`config.mk`:
```
export PLATFORM = sky130hd
export DESIGN_NAME = tl45_register_read
export DESIGN_NICKNAME = d
export VERILOG_FILES = /design/src/rtl/tl45_register_read.sv
export SDC_FILE = /design/constraint.sdc
export NUM_CORES = 1
export LEC_CHECK = 0
export ABC_CLOCK_PERIOD_IN_PS = 37100
export BUFFER_PORTS_ARGS = -buffer_cell sky130_fd_sc_hd__buf_4
export CORE_MARGIN = 8
export CORE_UTILIZATION = 40
export CTS_BUF_LIST = sky130_fd_sc_hd__clkbuf_4 sky130_fd_sc_hd__clkbuf_8 sky130_fd_sc_hd__clkbuf_16
export DETAILED_ROUTE_END_ITERATION = 6
export GPL_TIMING_DRIVEN = 0
export SYNTH_ARGS = -nofsm -noshare
export SYNTH_HDL_FRONTEND = slang
export SYNTH_SLANG_ARGS = --single-unit
```
`constraint.sdc`:
```
create_clock -name i_clk -period 37.1 [get_ports i_clk]
set_clock_uncertainty 0.05 [all_clocks]
set_input_delay 5.565 -clock i_clk [delete_from_list [all_inputs] [get_ports i_clk]]
set_output_delay 5.565 -clock i_clk [all_outputs]
set_load 0.01 [all_outputs]
```
`src/rtl/tl45_register_read.sv`:
```
// tl45_register_read: operand fetch with register file, bypass network and ALU operand buffer
module tl45_register_read #(
  parameter int XLEN = 32,
  parameter int NREG = 16
) (
  input  logic            i_clk,
  input  logic            i_reset,
  input  logic            i_pipe_stall,
  input  logic            i_pipe_flush,
  output logic            o_pipe_stall,
  output logic            o_pipe_flush,
  input  logic [4:0]      i_opcode,
  input  logic [3:0]      i_dr,
  input  logic [3:0]      i_sr1,
  input  logic [3:0]      i_sr2,
  input  logic [XLEN-1:0] i_imm,
  input  logic            i_imm_valid,
  input  logic [3:0]      i_jmp_cond,
  input  logic [XLEN-1:0] i_pc,
  input  logic [3:0]      i_of_reg,
  input  logic [XLEN-1:0] i_of_val,
  input  logic [3:0]      i_wb_reg,
  input  logic [XLEN-1:0] i_wb_val,
  output logic [4:0]      o_opcode,
  output logic [3:0]      o_dr,
  output logic [3:0]      o_jmp_cond,
  output logic [XLEN-1:0] o_sr1_val,
  output logic [XLEN-1:0] o_sr2_val,
  output logic [XLEN-1:0] o_target_offset,
  output logic [XLEN-1:0] o_pc
);
  typedef struct packed {
    logic [4:0]      opcode;
    logic [3:0]      dr;
    logic [3:0]      jmp_cond;
    logic [XLEN-1:0] sr1_val;
    logic [XLEN-1:0] sr2_val;
    logic [XLEN-1:0] target_offset;
    logic [XLEN-1:0] pc;
  } buf_t;
  logic [XLEN-1:0] rf_q [NREG];
  logic [XLEN-1:0] rf_d [NREG];
  logic [XLEN-1:0] sr1_res, sr2_res;
  buf_t buf_q, buf_d, ld;
  // Writeback is never gated by stall/flush; r0 is never written so it stays zero.
  always_comb begin
    rf_d = rf_q;
    if (i_wb_reg != 4'd0) rf_d[i_wb_reg] = i_wb_val;
  end
  // Operand resolution: r0, then ALU forward, then same-cycle writeback, then regfile.
  always_comb begin
    sr1_res = (i_sr1 == 4'd0) ? '0 : (i_sr1 == i_of_reg) ? i_of_val : (i_sr1 == i_wb_reg) ? i_wb_val : rf_q[i_sr1];
    sr2_res = (i_sr2 == 4'd0) ? '0 : (i_sr2 == i_of_reg) ? i_of_val : (i_sr2 == i_wb_reg) ? i_wb_val : rf_q[i_sr2];
  end
  // Operand buffer next state: flush to NOP beats stall-hold beats load.
  always_comb begin
    ld.opcode        = i_opcode;
    ld.dr            = i_dr;
    ld.jmp_cond      = i_jmp_cond;
    ld.sr1_val       = sr1_res;
    ld.sr2_val       = i_imm_valid ? i_imm : sr2_res;
    ld.target_offset = i_imm;
    ld.pc            = i_pc;
    buf_d = i_pipe_flush ? '0 : i_pipe_stall ? buf_q : ld;
  end
  // State registers with asynchronous clear.
  always_ff @(posedge i_clk or posedge i_reset) begin
    if (i_reset) begin
      rf_q  <= '{default: '0};
      buf_q <= '0;
    end else begin
      rf_q  <= rf_d;
      buf_q <= buf_d;
    end
  end
  assign o_pipe_stall    = i_pipe_stall;
  assign o_pipe_flush    = i_pipe_flush;
  assign o_opcode        = buf_q.opcode;
  assign o_dr            = buf_q.dr;
  assign o_jmp_cond      = buf_q.jmp_cond;
  assign o_sr1_val       = buf_q.sr1_val;
  assign o_sr2_val       = buf_q.sr2_val;
  assign o_target_offset = buf_q.target_offset;
  assign o_pc            = buf_q.pc;
endmodule

```
# After elaboration in Yosys (flattened, before gate mapping)
# Index checks and enable logic that the tools add are counted.
[totals] out_inout_bits=143 reg_bits=653
[classes] n_reduce_logical=4 n_mux=18 eq_ne=5 magnitude_cmp=4 n_bitwise=3
[op_table] cell="bitwise mux 512 bit" n=1
[op_table] cell="2-to-1 mux 32 bit" n=12
[op_table] cell="2-to-1 mux 141 bit" n=2
[op_table] cell="binary-select mux 32 bit (select 4 bit)" n=2
[op_table] cell="demux 32 bit (select 4 bit)" n=1
[op_table] cell="== test 4 bit" n=4
[op_table] cell=">= comparator 5 bit (second input constant)" n=3
[op_table] cell="inverter 4 -> 5 bit" n=3
[op_table] cell="logical NOT 4 bit" n=2
[op_table] cell="less-than comparator 5 x 1 -> 1 bit (second input constant)" n=1
[op_table] cell="nonzero test 4 bit" n=1
[op_table] cell="inequality test 2 x 1 -> 1 bit (second input constant)" n=1
[op_table] cell="logical AND 1 bit" n=1

# Depth between registers and ports, before layout
[depth] ltp_word=10 mapped_depth=9 ltp_nobuf=5

# Least setup slack after synthesis
# No wires, ideal clock.
[synth_path] path_kind="input -> output" startpoint="in i_pipe_flush" endpoint="out o_pipe_flush" slack_ns=25.801 t_arrival_ns=5.684 t_required_ns=31.485 stages=1 cell_sequence="buf_4"
[synth_lines] item="start, declared" line_no="9" rtl="input logic i_pipe_flush,"
[synth_lines] item="end, declared" line_no="11" rtl="output logic o_pipe_flush,"
# No word-level cell between the ends.

# Final worst setup path
[layout_path] startpoint="in i_pipe_flush" endpoint="out o_pipe_flush"
# No word-level cell between the ends.

==> run metrics <==
post-route cell area 0.0383 mm2; CTS Hold Buffers Added 0; FP Rows 104; WS Path Type in -> out; Hold Slack 0.445 ns; starting density of the core 40.3%; Avg Cell Area, Syn 13.2 um2; failing checks capacitance limit, slew limit; nets@finish 2,990; Final Critical Period 11.58 ns; PD cells 53.5 mW/mm2; Worst Path Arrival 5.96 ns; clk slew on worst S/H paths 0.05 ns; number of CTS-inserted buffers 69; mapped cell area 0.0324 mm2; vias in the first global route 25,900; first-pass GRT wire length 186 mm; Max VDD drop 33.4 uV; critical path capture point type output port; Die Wd 300 um; Via density 6.33; initial antenna violation count 4; Critical Path RT 31.48 ns; post_cts resized 0; DR vias 25,000; Synth Net Count 2,621; largest net degree at the start of global routing 135; WL/cell 33.2 um; Clock Latency Late Sink 0.63 ns; EDFF count, synth 0; Die ar. 0.0903 mm2; max cap viols 1; Most used DFF post-synth dfrtp_1; Core Area 0.0803 mm2; fraction of registers with async set/reset 100%; P_leak 16.6 nW; H-tree lvl count 3; Hold Crit Class reg -> reg; CTS tree done; Yosys Warn Count 0; post-DP HPWL 90.3 mm; CTS max path bufs 3; Root Buffer clkbuf_16; share of layout cells above drive strength 1 43.2%; fin crit share 31.2%; Tot Pwr 0.00205 W; CTS sink count 621; dpl cell area 0.0360 mm2; post-synthesis sequential area ratio 48.0%; Final Core Density 47.7%; Placer Congestion 0.936; PortBufs 293; 1st-pass router iterations 5; crit-path max FO 5; Filler cells 7,164; status finished with violations; Synth cell types 49; RSZ-0062 raised after global routing no; num ports 305; Routed Antenna Nets 0; residual DRC count 0; Final setup viols 0; Die Ht 300 um; grt ovf 0; Setup TNS 0 ns; Worst setup SP type input pin; Slew Limit Fails 6; Fin. Hold Viols 0; Area Growth Syn to Fin 18.3%; GRT Overall Usage 28.1%; WL final 131 mm; Fmax 86.4 MHz; Cells after Synth 2,459; synthesis-stage register bit count 621; Iter 0 DRT Violations 2,861; Post-CTS Setup Inserts 0; Least-Margin Pin Slew 1.51 ns; Slew headroom -1.56%
## worst paths after layout
check,from,endpoint,slack [ns],depth (start not counted)
setup / recovery,i_pipe_flush,o_pipe_flush,25.52,3
hold / removal,o_sr1_val[22],o_sr1_val[22],0.45,2
setup reg to reg,rf_q[289],o_sr2_val[1],34.75,4
hold reg to reg,o_sr1_val[22],o_sr1_val[22],0.45,2
max in group asynchronous,i_reset,o_dr[1],29.96,5
min in group asynchronous,i_reset,o_pc[1],4.99,2
## report_power, final
group | internal (W) | switching (W) | leakage, nW
Sequential | 0.000805 | 0.000102 | 7.65
Clock | 0.000402 | 0.000292 | 1.15
Combinational | 0.000242 | 0.000208 | 7.84
Total | 0.00145 | 0.000601 | 16.6
## cells in the mapped netlist (8+ instances only)
cell type,number,area [um2]
a2111oi_2,18,270
a211oi_1,12,90.1
a21oi_1,62,310
a221oi_1,39,342
a22o_1,34,298
a22oi_1,33,248
a31oi_1,13,81.3
buf_2,109,546
buf_4,25,188
buf_6,8,90.1
clkbuf_1,98,368
dfrtp_1,621,15500
mux2_2,525,5910
mux2i_1,215,2150
mux4_2,130,2930
nand2_1,71,267
nand2b_1,9,56.3
nand3b_1,30,225
nor2_1,140,526
nor2b_1,13,81.3
o211a_1,18,180
o21ai_0,27,135
o21ai_1,25,125
o221ai_1,52,455
o22ai_1,29,181
o31ai_1,30,225
xnor2_1,16,140
## per-stage QoR
step,setup WS [ns],cells
floorplan,14.09,2459
global placement,7.67,3812
detailed placement,25.53,3817
CTS,25.53,3940
global route,25.51,3940
finish,25.52,3941
## per-layer routing
metal / share of wire [%] / vias up / global-route usage, %
met5: 0.039 / - / 0
met4: 5.6 / 8 / 14.4
met1: 39 / 13000 / 35.8
li1: - / 10100 / -
met3: 11 / 408 / 8.56
met2: 45 / 1523 / 43.1
## worst max-delay path, stage by stage
cell,delay [ns]
buf_4,0.14
buf_4,0.12
buf_4,0.13
## cells in the final DEF, fill, tap and decap left out, types with 9 or more instances in the layout
cell and count:
a221oi_1 39, o22ai_1 29, o21ai_1 25, nor2_1 140, a211oi_1 12, a21oi_1 62
clkbuf_16 72, a22oi_1 33, nand2_1 71, nand3b_1 30, nand2b_1 9, dfrtp_1 621
mux2_2 525, o221ai_1 52, buf_4 318, buf_2 109, mux4_2 130, mux2i_1 215
o31ai_1 30, a22o_1 34, a31oi_1 13, clkbuf_8 12, o211a_1 18, clkbuf_1 98
xnor2_1 16, nor2b_1 13, o21ai_0 27, clkbuf_4 27, a2111oi_2 18
## cell families (layout without fill, tap and decap cells)
group | after synthesis | in the layout | synth area share [%]
muxes | 876 | 876 | 34.2
DFF | 621 | 621 | 48.0
AOI/OAI and AO/OA | 403 | 403 | 9.40
and+or+nand+nor | 293 | 293 | 4.19
buffers and inverters | 250 | 671 | 3.80
xor gates and xnor gates | 16 | 16 | 0.433
other | 0 | 1 | 0
## sequential cells by signal, summed over array words and instances (netlist names)
register and count:
o_dr 4, o_pc 32, o_target_offset 32, o_sr2_val 32, o_jmp_cond 4, rf_q 480
o_opcode 5, o_sr1_val 32
## final cells by class
class	count	area, um2	area share [%]
multi-input combinational	1588	15600	40.7
inverter	2	15.0	0.0392
timing repair buffer	298	2340	6.10
antenna	1	2.50	0.00653
buffer	248	1220	3.19
sequential	621	15500	40.6
clock buffer	111	2170	5.67
clock inverter	12	82.6	0.216
tap	1060	1330	3.46
(Power assumes the default switching activity.)
